[src/rtl/bullcow_pkg.sv]
`default_nettype none
// ============================================================================
// Module      : bullcow_pkg
// Description : Shared types, digit geometry and guess-validity helper for the
//               Bull-Cow front end and game core.
// Revision    : 1.0 - initial release
// ============================================================================
package bullcow_pkg;

  localparam int NUM_DIGITS = 4;
  localparam int DIGIT_W    = 4;

  typedef enum logic [1:0] {
    IDLE         = 2'd0,
    PRESS_WAIT   = 2'd1,
    HELD         = 2'd2,
    RELEASE_WAIT = 2'd3
  } debounce_state_t;

  // A guess is valid only when no two of its hex digits repeat.
  function automatic logic digits_distinct_f(input logic [15:0] guess);
    logic ok;
    ok = 1'b1;
    for (int i = 0; i < NUM_DIGITS; i++) begin
      for (int j = i + 1; j < NUM_DIGITS; j++) begin
        if (guess[i*DIGIT_W +: DIGIT_W] == guess[j*DIGIT_W +: DIGIT_W]) begin
          ok = 1'b0;
        end
      end
    end
    return ok;
  endfunction

endpackage
`default_nettype wire

[src/rtl/sync_ff.sv]
`default_nettype none
// ============================================================================
// Module      : sync_ff
// Description : Multi-stage flop synchroniser for asynchronous inputs.
// Revision    : 1.0 - initial release
// ============================================================================
module sync_ff #(
  parameter int WIDTH       = 1,
  parameter int SYNC_STAGES = 2
) (
  input  logic             clock,
  input  logic             reset,
  input  logic [WIDTH-1:0] i_d,
  output logic [WIDTH-1:0] o_q
);

  logic [SYNC_STAGES-1:0][WIDTH-1:0] r_stage;

  always_ff @(posedge clock or negedge reset) begin
    if (!reset) begin
      r_stage <= '0;
    end else begin
      r_stage <= {r_stage[SYNC_STAGES-2:0], i_d};
    end
  end

  assign o_q = r_stage[SYNC_STAGES-1];

endmodule
`default_nettype wire

[src/rtl/bullcow_input_conditioner.sv]
`default_nettype none
// ============================================================================
// Module      : bullcow_input_conditioner
// Description : Synchronises board inputs, debounces the enter button and
//               emits a validated enter/reject strobe with a switch snapshot.
// Revision    : 1.0 - initial release
// ============================================================================
module bullcow_input_conditioner #(
  parameter int DEBOUNCE_CYCLES = 1_000_000,
  parameter int SYNC_STAGES     = 2
) (
  input  logic        clock,
  input  logic        reset,
  input  logic        enter_raw,
  input  logic [15:0] SW_raw,
  output logic [15:0] SW_sync,
  output logic [15:0] SW_guess,
  output logic        digits_distinct,
  output logic        enter_held,
  output logic        enter_pulse,
  output logic        enter_reject
);

  import bullcow_pkg::*;

  localparam int c_cnt_w = $clog2(DEBOUNCE_CYCLES);
  localparam logic [c_cnt_w-1:0] c_cnt_last = c_cnt_w'(DEBOUNCE_CYCLES - 2);

  logic               w_enter_s;
  debounce_state_t    r_state;
  debounce_state_t    w_state_nxt;
  logic [c_cnt_w-1:0] r_cnt;
  logic [c_cnt_w-1:0] w_cnt_nxt;
  logic               w_accept;

  sync_ff #(
    .WIDTH       (1),
    .SYNC_STAGES (SYNC_STAGES)
  ) u_enter_sync (
    .clock (clock),
    .reset (reset),
    .i_d   (enter_raw),
    .o_q   (w_enter_s)
  );

  sync_ff #(
    .WIDTH       (16),
    .SYNC_STAGES (SYNC_STAGES)
  ) u_sw_sync (
    .clock (clock),
    .reset (reset),
    .i_d   (SW_raw),
    .o_q   (SW_sync)
  );

  always_comb begin
    w_state_nxt = r_state;
    w_cnt_nxt   = r_cnt;
    w_accept    = 1'b0;
    case (r_state)
      IDLE: begin
        if (w_enter_s) w_state_nxt = PRESS_WAIT;
      end
      PRESS_WAIT: begin
        if (!w_enter_s) begin
          w_state_nxt = IDLE;
        end else if (r_cnt == c_cnt_last) begin
          w_state_nxt = HELD;
          w_accept    = 1'b1;
        end else begin
          w_cnt_nxt = r_cnt + c_cnt_w'(1);
        end
      end
      HELD: begin
        if (!w_enter_s) w_state_nxt = RELEASE_WAIT;
      end
      RELEASE_WAIT: begin
        if (w_enter_s) begin
          w_state_nxt = HELD;
        end else if (r_cnt == c_cnt_last) begin
          w_state_nxt = IDLE;
        end else begin
          w_cnt_nxt = r_cnt + c_cnt_w'(1);
        end
      end
      default: w_state_nxt = IDLE;
    endcase
    // Every state entry starts a fresh stability count.
    if (w_state_nxt != r_state) w_cnt_nxt = '0;
  end

  always_ff @(posedge clock or negedge reset) begin
    if (!reset) begin
      r_state         <= IDLE;
      r_cnt           <= '0;
      SW_guess        <= '0;
      digits_distinct <= 1'b0;
      enter_pulse     <= 1'b0;
      enter_reject    <= 1'b0;
    end else begin
      r_state         <= w_state_nxt;
      r_cnt           <= w_cnt_nxt;
      digits_distinct <= digits_distinct_f(SW_sync);
      enter_pulse     <= w_accept & digits_distinct;
      enter_reject    <= w_accept & ~digits_distinct;
      if (w_accept) SW_guess <= SW_sync;
    end
  end

  assign enter_held = (r_state == HELD) || (r_state == RELEASE_WAIT);

endmodule
`default_nettype wire

[config.mk]
export PLATFORM = sky130hd
export DESIGN_NAME = bullcow_input_conditioner
export DESIGN_NICKNAME = d
export VERILOG_FILES = /design/src/rtl/bullcow_pkg.sv /design/src/rtl/sync_ff.sv /design/src/rtl/bullcow_input_conditioner.sv
export SDC_FILE = /design/constraint.sdc
export NUM_CORES = 1
export LEC_CHECK = 0
export CAP_MARGIN = 20
export CORE_UTILIZATION = 35
export CTS_BUF_LIST = sky130_fd_sc_hd__clkbuf_16
export DETAILED_ROUTE_END_ITERATION = 16
export PLACE_DENSITY = 0.55
export RECOVER_POWER = 25
export SLEW_MARGIN = 10
export SYNTH_ARGS = -nofsm -noshare
export SYNTH_HDL_FRONTEND = slang
export SYNTH_HIERARCHICAL = 1
export SYNTH_SLANG_ARGS = --single-unit
[constraint.sdc]
create_clock -name clock -period 5.09 [get_ports clock]
set_clock_uncertainty 0.05 [all_clocks]
set_input_delay 1.018 -clock clock [delete_from_list [all_inputs] [get_ports clock]]
set_output_delay 1.018 -clock clock [all_outputs]
set_load 0.02 [all_outputs]
=== Word-level counts from Yosys, hierarchy flattened ===
Cells that the tools add are included.

* Input bits: 19
* Flip-flop bits (word level): 75
* Bits in latches: 0
* Memory bits (read-only): 0
* Word-level logic and storage cells: 52
* Bits in writable memories: 0
* Output and inout bits: 36
* Memories: 0

* Div/mod/pow operators: 0
* Reductions and logical operators: 4
* Muxes and demuxes: 21
* Multiply operators: 0
* $lt $le $gt $ge: 0
* Bitwise logic cells: 3
* Add/subtract/negate cells: 1
* Shifts and indexed selects: 0
* Eq/ne operators: 13

{| class="wikitable"
|+ Operators with widths
! operator !! number
|-
| $mux W20 || 4
|-
| $pmux W20 S2 || 1
|-
| $eq A4 B4 Y1 || 6
|-
| $add A20 B1 Y20 const B || 1
|-
| $eq A20 B20 Y1 const B || 1
|-
| $mux W2 || 6
|-
| $mux W1 || 9
|-
| $pmux W2 S4 || 1
|-
| $eq A2 B2 Y1 const B || 2
|-
| $ne A3 B2 Y1 const B || 1
|-
| $ne A3 B3 Y1 const B || 1
|-
| $reduce_and A3 Y1 || 1
|-
| $reduce_bool A3 Y1 || 1
|-
| $and A1 B1 Y1 || 2
|-
| $eq A2 B1 Y1 const B || 1
|-
| $logic_not A2 Y1 || 1
|-
| $ne A2 B2 Y1 || 1
|-
| $logic_or A1 B1 Y1 || 1
|-
| $not A1 Y1 || 1
|}

=== Longest topological paths before layout ===
Gate-level depths: netlist of the first run.

* Word-level depth: 7
* Depth in mapped cells: 7
* Mapped depth without buffers: 7

=== Modules after synthesis ===
The synthesis of the first run kept the hierarchy.

{| class="wikitable"
|+ By module, submodules not included
! module !! times used !! area an instance (µm²) !! cells each !! sequential area each (µm²)
|-
| bullcow_input_conditioner || 1 || 2,289.7 || 207 || 1,026.0
|-
| sync_ff at u_sw_sync || 1 || 920.9 || 48 || 800.8
|-
| sync_ff at u_enter_sync || 1 || 50.0 || 2 || 50.0
|}

=== Worst setup path before layout of the first run ===
Ideal clock, no wire load.

* Path type: reg-to-reg
* From: reg r_cnt[0]
* To: reg SW_guess[10]
* Path buffers: 1
* Clock period less this slack: 2.142 ns
* Slack: 2.948 ns
* Arrival time: 1.967 ns
* Required time: 4.915 ns
* Library setup time: 0.125 ns
* Stages on the path, launching flop included: 8
* Cells stage by stage: dfrtp_1 > inv_1 > ha_1 > nor4b_1 > nand2_1 > nor4_4 > buf_6 > mux2_4

* Cells in the longest elaborated chain, start to end: 4

{| class="wikitable"
|+ RTL lines
! element !! line !! text
|-
| from (decl) || bullcow_input_conditioner.sv:32 || <nowiki>logic [c_cnt_w-1:0] r_cnt;</nowiki>
|-
| from (signal assigned) || bullcow_input_conditioner.sv:102 || <nowiki>r_cnt <= w_cnt_nxt;</nowiki>
|-
| $eq A20 B20 Y1 || bullcow_input_conditioner.sv:67 || <nowiki>end else if (r_cnt == c_cnt_last) begin</nowiki>
|-
| $mux W1 || bullcow_input_conditioner.sv:67 ||
|-
| $mux W1 || bullcow_input_conditioner.sv:65 || <nowiki>if (!w_enter_s) begin</nowiki>
|-
| $mux W1 || bullcow_input_conditioner.sv:60 || <nowiki>case (r_state)</nowiki>
|-
| to (signal assigned) || bullcow_input_conditioner.sv:106 || <nowiki>if (w_accept) SW_guess <= SW_sync;</nowiki>
|-
| to (decl) || bullcow_input_conditioner.sv:17 || <nowiki>output logic [15:0] SW_guess,</nowiki>
|}

No other way between the ends.
A chain may end at the register's enable or synchronous reset.

==> out/qor.yml, run 1 <==
first_pass_iters: 10
port_buffers: 54
initial_utilization_pct: 36.7
io_pins: 55
cts_root_buffer: "clkbuf_16"
fin_setup_tns_ns: 0
grt_max_degree: 41
wl_met1_um: 3310
path_buf_inv: 2
regToRegEndpoint: "r_cnt[15]"
wl_per_cell_um: 16.0
via_per_inst: 5.03
final_util_pct: 45.9
postCtsSetupBuffers: 0
cts_hold_buf: 0
internal_power_mw: 1.04
drive_above_1_share_pct: 13.8
clockBufferDepth: 2
num_rows: 34
comb_power_share_pct: 6.0
cp.required_ns: 5.49
finalMaxSlewViolations: 41
grt_pass1_wl_um: 11000
ys_seq_area_share_pct: 57.6
cts_max_level: 3
antenna_cells: 0
violations: "DRC, capacitance limit, slew limit"
critPathSlowestCell: "clkbuf_1"
p_seq_share_pct: 46.1
power_mw: 1.38
grt_use_total_pct: 14.8
hp-start: "u_sw_sync/r_stage[11]"
max_stage_delay_ns: 1.47
die_w_um: 98.5
cellLeakagePower_nw: 1.72
cts_tree: "done"
ys_types: 39
wl_met2_um: 2940
period_minus_slack_ns: 2.75
clk_pin_slew_ns: 0.06
setup_ws_ns: 2.34
hp-class: "register to register"
drt_iter0_markers: 114
worstPathArrival_ns: 3.15
met3_length_um: 238
hold-path-cell-count: 0
rsz0062_at_grt: "no"
p_sw_mw: 0.333
p_per_area_mw_per_mm2: 338
reg2reg_from: "r_cnt[0]"
timing.final.crit_share_pct: 54.0
pwr-share-clk_pct: 47.9
slew_headroom_pct: -39.5
whs_ns: 0.297
cp_cell_sequence: "clkbuf_1 -> buf_4"
start_kind: "input pin"
grt_overflow: 0
vdd_drop_max_uv: 182
rrSetupSlack_ns: 2.55
mappedNetlistArea_mm2: 0.00326
grt_pass1_vias: 2095
cts_sinks: 75
dpl.hpwl_um: 4600
antenna_found_initial: 0
fmax_ghz: 0.364
whs_endpoint: "u_sw_sync/o_q[11]"
wl_um: 6600
drv_cap: 1
area_growth_pct: 25.1
cp_max_fo: 40
top_layer: "met4"
synth_warnings: 6
status: "finished with violations"
r2r_cells: 7
postRouteAntennaNets: 0
synthCells: 257
final_hold_viol_count: 0
cts_buffers: 9
critical_path_class: "input pin to asynchronous set/reset pin"
worst_pin_slew_ns: 2.09
core_mm2: 0.00889
avgSynthCellArea_um2: 12.7
dieArea_mm2: 0.00971
setup_viol: 0
clock_latency_ns: 0.33
cts_resized: 0
synth-seq-cells: 75
drc: 2
place_ws_ns: 2.62
synth_nets: 278
gp_congestion: 0.731
nNetsFinal: 320
critPathTopFamily: "buffers and inverters"
via_count: 2071
end_kind: "asynchronous set/reset pin"
switching_share_pct: 24.2
fp.dieH_um: 98.5
cell type report:
type | count | area, um2
timing repair buffer | 57 | 557
clock buffer | 9 | 225
multi-input combinational | 152 | 1180
clock inverter | 7 | 85.1
tap | 108 | 135
inverter | 4 | 15.0
sequential | 75 | 1880
fill | 806 | 4810
power by group through the flow:
stage          combinational (mW)  sequential, mW  clock [mW]
6_report                   0.0828           0.634       0.659
2_1_floorplan              0.0549           0.632           0
3_3_place_gp               0.0860           0.646           0
5_1_grt                    0.0913           0.637       0.704
3_5_place_dp               0.0865           0.646           0
4_1_cts                    0.0871           0.635       0.681
synth_stat cells, drive strengths merged:
cell type / count / area share (%)
buf: 22 / 5.2
o21ai: 10 / 1.5
nand2: 14 / 1.6
nand4: 8 / 1.5
ha: 2 / 0.77
inv: 4 / 0.46
o31ai: 2 / 0.46
o22ai: 3 / 0.58
nor3: 2 / 0.31
and4: 3 / 0.84
mux2i: 1 / 0.31
nor4: 6 / 1.6
nor2: 3 / 0.35
nand2b: 3 / 0.58
a21oi: 2 / 0.31
o41ai: 2 / 0.54
mux2: 17 / 7.0
or2: 1 / 0.19
and2: 1 / 0.19
xor2: 20 / 5.4
o2bb2a: 2 / 0.61
nor4b: 2 / 0.54
o211ai: 3 / 0.69
nand3: 4 / 0.61
or3: 10 / 1.9
o2111ai: 2 / 0.54
dfrtp: 75 / 58
clkbuf: 4 / 0.46
a22oi: 10 / 2.3
xnor2: 12 / 3.2
o21a: 2 / 0.46
a31o: 2 / 0.54
or4: 3 / 0.81
through the flow:
step	cells	instance area, um2
finish	412	4080
global route	412	4080
CTS	412	4080
detailed placement	396	3770
global placement	395	3760
floorplan	257	3260
routing by layer:
metal  track usage [%]  up-vias
met5                 0        -
met2              22.0       43
met4              6.54        0
met3              3.19       10
li1                  -      995
met1              20.7     1023
sequential cells by signal, summed over array words and instances (netlist names):
| name | cells |
|---|---|
| u_enter_sync/r_stage | 1 |
| u_enter_sync/o_q | 1 |
| u_sw_sync/o_q | 16 |
| r_cnt | 20 |
| u_sw_sync/r_stage | 16 |
| SW_guess | 16 |
| digits_distinct | 1 |
| enter_pulse | 1 |
| r_state | 2 |
| enter_reject | 1 |
cells by family after synthesis:
group	after synthesis	share of synthesized area [%]
xor gates and xnor gates	32	8.60
adders and majority gates	2	0.767
buffers and inverters	30	6.10
DFF	75	57.6
and+or+nand+nor	60	11.1
AOI/OAI and AO/OA	40	8.56
muxes	18	7.33
worst max-delay path by stage:
stage	slack, ns	endpoint	startpoint	depth (start not counted)
2_1_floorplan	2.95	SW_guess[10]	r_cnt[0]	7
3_3_place_gp	2.44	r_cnt[5]	r_cnt[0]	6
3_5_place_dp	2.62	r_cnt[15]	r_cnt[0]	7
4_1_cts	2.50	SW_sync[5]	u_sw_sync/o_q[5]	1
5_1_grt	1.84	r_cnt[2]	reset	2
6_report	2.34	SW_guess[6]	reset	2
layout by cell type (no fill, tap or decap), drive strengths merged, types with 12 or more instances in the layout:
| cell type | count |
|---|---|
| dfrtp | 75 |
| dlygate4sd3 | 17 |
| mux2 | 17 |
| xor2 | 20 |
| clkdlybuf4s50 | 36 |
| xnor2 | 12 |
| nand2 | 14 |
(Power assumes the default switching activity.)
==> run 2: changes to the inputs <==
- PLACE_DENSITY: 0.55 -> 0.57
- clock period: 5.09 -> 2.5 ns (I/O delays scaled with it)
==> run 2 against run 1 <==
The flow finishes with violations (DRC). Non-clock buffer count rose by 5. Clock power rose by 110%. Via count fell by 0.97%. Clock-buffer cell count did not move. Die area did not move. Core utilization rose by 0.73 points. Final area rose by 1.6%. Worst setup slack got worse by 2.1 ns. Total power rose by 110%. Critical path depth rose by 3. Combinational power rose by 120%. Cell count rose by 1.2%.
==> out/qor.yml, run 2 (synthesized netlist as in run 1, its figures left out) <==
antenna_found_initial: 0  # unchanged
via_count: 2051  # -0.97%
grt_max_degree: 35  # -15%
antenna_cells: 0  # unchanged
dieArea_mm2: 0.00971  # unchanged
grtUsageMet3_pct: 3.76  # +0.57 points
start_kind: "register"
cts_root_buffer: "clkbuf_16"
die_w_um: 98.5  # unchanged
area_growth_pct: 27.1
io_pins: 55  # unchanged
drv_cap: 0  # -1
final_hold_viol_count: 0  # unchanged
cts_max_level: 3  # unchanged
end_kind: "register"
gp_congestion: 0.753  # +3.0%
clk_pin_slew_ns: 0.06  # about the same
drive_above_1_share_pct: 15.2  # +1.4 points
vdd_drop_max_uv: 269  # +48%
fp.dieH_um: 98.5  # unchanged
clockBufferDepth: 2  # unchanged
wl_per_cell_um: 16.1  # +0.39%
wl_um: 6710  # +1.6%
cp.required_ns: 2.67  # -2.82 ns
drc: 2  # unchanged
via_per_inst: 4.92  # -2.2%
cts_resized: 0  # unchanged
place_ws_ns: 0.330  # -2.29 ns
grt_pass1_wl_um: 11100  # +0.57%
postCtsSetupBuffers: 0  # unchanged
fin_setup_tns_ns: 0  # unchanged
slew_headroom_pct: 16.6  # +56 points
hp-class: "register to register"
power_mw: 2.83  # +110%
initial_utilization_pct: 36.7  # unchanged
cp_max_fo: 16  # -60%
grt_overflow: 0  # unchanged
cts_sinks: 75  # unchanged
worst_pin_slew_ns: 1.25  # -0.842 ns
first_pass_iters: 10  # unchanged
grt_use_total_pct: 15.1  # +0.30 points
dpl.hpwl_um: 4750  # +3.4%
nNetsFinal: 325  # +1.6%
final.fill_count: 805  # -0.12%
worstPathArrival_ns: 2.39  # -0.76 ns
cts_buffers: 9  # unchanged
busiest_layer: "met2"
largest_reg_flops: 20  # unchanged
use_met1_pct: 20.9  # +0.12 points
core_mm2: 0.00889  # unchanged
finalMaxSlewViolations: 0  # -100%
port_buffers: 54  # unchanged
clock_latency_ns: 0.33  # about the same
layout_common_cells: "dfrtp_1 (75), clkdlybuf4s50_1 (46), xor2_1 (20)"
period_minus_slack_ns: 2.22
timing.final.crit_share_pct: 88.8
grt_pass1_vias: 2069  # -1.2%
cellLeakagePower_nw: 1.75  # +1.7%
num_rows: 34  # unchanged
postRouteAntennaNets: 0  # unchanged
setup_ws_ns: 0.280  # -2.06 ns
setup_viol: 0  # unchanged
drt_iter0_markers: 133  # +17%
grtUsageMet2_pct: 22.3  # +0.27 points
critical_path_class: "register to register"
violations: "DRC"
cts_tree: "done"
final_common_cell: "dfrtp_1"
status: "finished with violations"
cts_hold_buf: 0  # unchanged
fmax_ghz: 0.450
p_per_area_mw_per_mm2: 684  # +100%
rsz0062_at_grt: "no"
regMostFlops: "r_cnt"
-- run 2: worst paths after layout --
check                                startpoint  slack [ns]               endpoint  depth (start not counted)
hold reg to reg            u_sw_sync/r_stage[3]        0.30       u_sw_sync/o_q[3]                          0
max in group asynchronous                 reset        1.12              r_cnt[17]                          2
setup / recovery                       r_cnt[6]        0.28           SW_guess[13]                          5
min in group asynchronous                 reset        0.36  u_sw_sync/r_stage[11]                          1
hold / removal             u_sw_sync/r_stage[3]        0.30       u_sw_sync/o_q[3]                          0
setup reg to reg                       r_cnt[6]        0.28           SW_guess[13]                          5
-- run 2: cell type report --
| class | count | area [um2] | share of cell area (%) |
|---|---|---|---|
| timing repair buffer | 62 | 619 | 14.9 |
| clock inverter | 7 | 87.6 | 2.11 |
| sequential | 75 | 1880 | 45.3 |
| inverter | 4 | 15.0 | 0.362 |
| multi-input combinational | 152 | 1180 | 28.6 |
| tap | 108 | 135 | 3.26 |
| clock buffer | 9 | 225 | 5.43 |
-- run 2: layer usage --
metal / vias up / routed length [um]
li1: 1003 / -
met1: 991 / 3330
met2: 48 / 3030
met3: 9 / 238
met4: 0 / 114
met5: - / 0
-- run 2: worst max-delay path: stages (launching register included) --
cell,delay (ns)
dfrtp_1,0.46
nor4b_1,0.55
nand2_1,0.19
nor4_4,0.30
buf_12,0.21
mux2_2,0.35
-- run 2: through the flow --
step	util, %	hold WS [ns]	cells	instance area, um2
after floorplan	-	0.154	257	3260
after global placement	43.1	0.282	401	3830
after detailed placement	43.1	0.285	401	3830
after CTS	46.6	0.0947	417	4150
after global routing	46.6	0.300	417	4140
final	46.6	0.295	417	4140
-- run 2: report_power, final --
part	internal (mW)	switching, mW
Clock	0.801	0.559
Combinational	0.0886	0.0937
Sequential	1.25	0.0415
Total	2.14	0.694
==> run 3: changes to the inputs <==
- CTS_BUF_LIST: sky130_fd_sc_hd__clkbuf_16 -> not set
- CTS_CLUSTER_DIAMETER: not set -> 150
==> run 3 against run 2 <==
The flow still finishes with violations (DRC). Final area shrank 2.4%. Cell count unchanged. Worst setup slack worse by 0.033 ns. Critical path type unchanged. Critical endpoint is now r_cnt[15]. Largest power group is now registers. Highest routed layer unchanged.
==> out/qor.yml, run 3 (synthesized netlist as in run 1, its figures left out) <==
ff_latch_area_mm2: 0.00188  # unchanged
postRouteAntennaNets: 0  # unchanged
timing.final.crit_share_pct: 90.1  # +1.3 points
multi_input_area_mm2: 0.00118  # unchanged
p_seq_share_pct: 52.0  # +6.5 points
start_kind: "register"
postCtsSetupBuffers: 0  # unchanged
period_minus_slack_ns: 2.25  # +0.0328 ns
worst_pin_slew_ns: 1.25  # +0.00180 ns
regMostFlops: "r_cnt"
slew_headroom_pct: 16.5  # -0.12 points
drive_above_1_share_pct: 15.2  # unchanged
p_sw_mw: 0.652  # -6.1%
via_per_inst: 4.93  # +0.29%
largest_reg_flops: 20  # unchanged
grt_use_total_pct: 15.0  # -0.11 points
whs_ns: 0.299  # +0.00307 ns
rsz0062_at_grt: "no"
cts_buffers: 9  # unchanged
gp_congestion: 0.753  # unchanged
grt_pass1_vias: 2072  # +0.14%
antenna_cells: 0  # unchanged
final.fill_count: 817  # +1.5%
clock_latency_ns: 0.35  # +0.02 ns
cp.required_ns: 2.70  # +0.03 ns
io_pins: 55  # unchanged
die_w_um: 98.5  # unchanged
drt_iter0_markers: 130  # -2.3%
final_util_pct: 45.5  # -1.1 points
switching_share_pct: 26.3  # +1.8 points
critical_path_class: "register to register"
setup_viol: 0  # unchanged
place_ws_ns: 0.330  # unchanged
clockBufferDepth: 2  # unchanged
cts_tree: "done"
final_common_cell: "dfrtp_1"
violations: "DRC"
vdd_drop_max_uv: 355  # +32%
initial_utilization_pct: 36.7  # unchanged
area_growth_pct: 24.0
first_pass_iters: 10  # unchanged
fin_setup_tns_ns: 0  # unchanged
clk_pin_slew_ns: 0.09  # +0.03 ns
worstPathArrival_ns: 2.45  # +0.06 ns
core_mm2: 0.00889  # unchanged
nNetsFinal: 325  # unchanged
dpl.hpwl_um: 4750  # unchanged
dieArea_mm2: 0.00971  # unchanged
cts_max_level: 3  # unchanged
port_buffers: 54  # unchanged
pwr-share-clk_pct: 40.6  # -7.4 points
grt_pass1_wl_um: 11100  # -0.38%
final_hold_viol_count: 0  # unchanged
internal_power_mw: 1.82  # -15%
fmax_ghz: 0.444  # -1.5%
grt_overflow: 0  # unchanged
p_per_area_mw_per_mm2: 613  # -10%
finalMaxSlewViolations: 0  # unchanged
setup_ws_ns: 0.247  # -0.0328 ns
cts_sinks: 75  # unchanged
wl_per_cell_um: 16.0  # -0.72%
hp-class: "register to register"
cellLeakagePower_nw: 1.71  # -2.6%
wl_um: 6660  # -0.72%
status: "finished with violations"
comb_power_share_pct: 7.4  # +1.0 points
layout_common_cells: "dfrtp_1 (75), clkdlybuf4s50_1 (46), xor2_1 (20)"
cts_hold_buf: 0  # unchanged
via_count: 2057  # +0.29%
num_rows: 34  # unchanged
drc: 2  # unchanged
grt_max_degree: 35  # unchanged
end_kind: "register"
cp_max_fo: 8  # -8
cts_root_buffer: "clkbuf_8"
fp.dieH_um: 98.5  # unchanged
drv_cap: 0  # unchanged
antenna_found_initial: 0  # unchanged
cts_resized: 0  # unchanged
[run 3: final cells by class]
cell class | count | area share (%)
Multi-Input combinational cell | 152 | 29.3
Clock buffer | 9 | 3.06
Tap cell | 108 | 3.34
Clock inverter | 7 | 2.17
Timing Repair Buffer | 62 | 15.3
Sequential cell | 75 | 46.4
Inverter | 4 | 0.371
[run 3: power groups by stage]
stage,registers [mW],clock network (mW),logic [mW]
floorplan,1.29,0,0.112
global placement,1.31,0,0.187
detailed placement,1.31,0,0.187
CTS,1.29,1.04,0.188
global route,1.29,1.10,0.199
finish,1.29,1.01,0.182
[run 3: worst paths after layout]
path | cells after the start | endpoint | startpoint | slack [ns]
setup / recovery | 5 | r_cnt[15] | r_cnt[6] | 0.25
hold / removal | 0 | u_sw_sync/o_q[3] | u_sw_sync/r_stage[3] | 0.30
setup reg to reg | 5 | r_cnt[15] | r_cnt[6] | 0.25
hold reg to reg | 0 | u_sw_sync/o_q[3] | u_sw_sync/r_stage[3] | 0.30
max in group asynchronous | 2 | r_state[0] | reset | 1.14
min in group asynchronous | 1 | u_sw_sync/r_stage[11] | reset | 0.34
[run 3: critical path, cell delays in order (launching register included)]
cell      delay (ns)
dfrtp_1         0.47
nor4b_1         0.57
nand4_1         0.34
o211ai_1        0.30
buf_4           0.21
o2bb2a_1        0.22
[run 3: metal layers]
layer	up-vias	wire length, um	global-route usage (%)	share of wire [%]
li1	1003	-	-	-
met1	996	3310	20.7	50
met2	49	3020	22.2	45
met3	9	230	4.82	3.5
met4	0	103	5.17	1.5
met5	-	0	0	0
[run 3: per-stage QoR]
stage	std cells	total power [mW]	area (um2)
6_report	417	2.48	4040
5_1_grt	417	2.59	4040
4_1_cts	417	2.51	4040
3_5_place_dp	401	1.50	3830
3_3_place_gp	401	1.50	3830
2_1_floorplan	257	1.40	3260
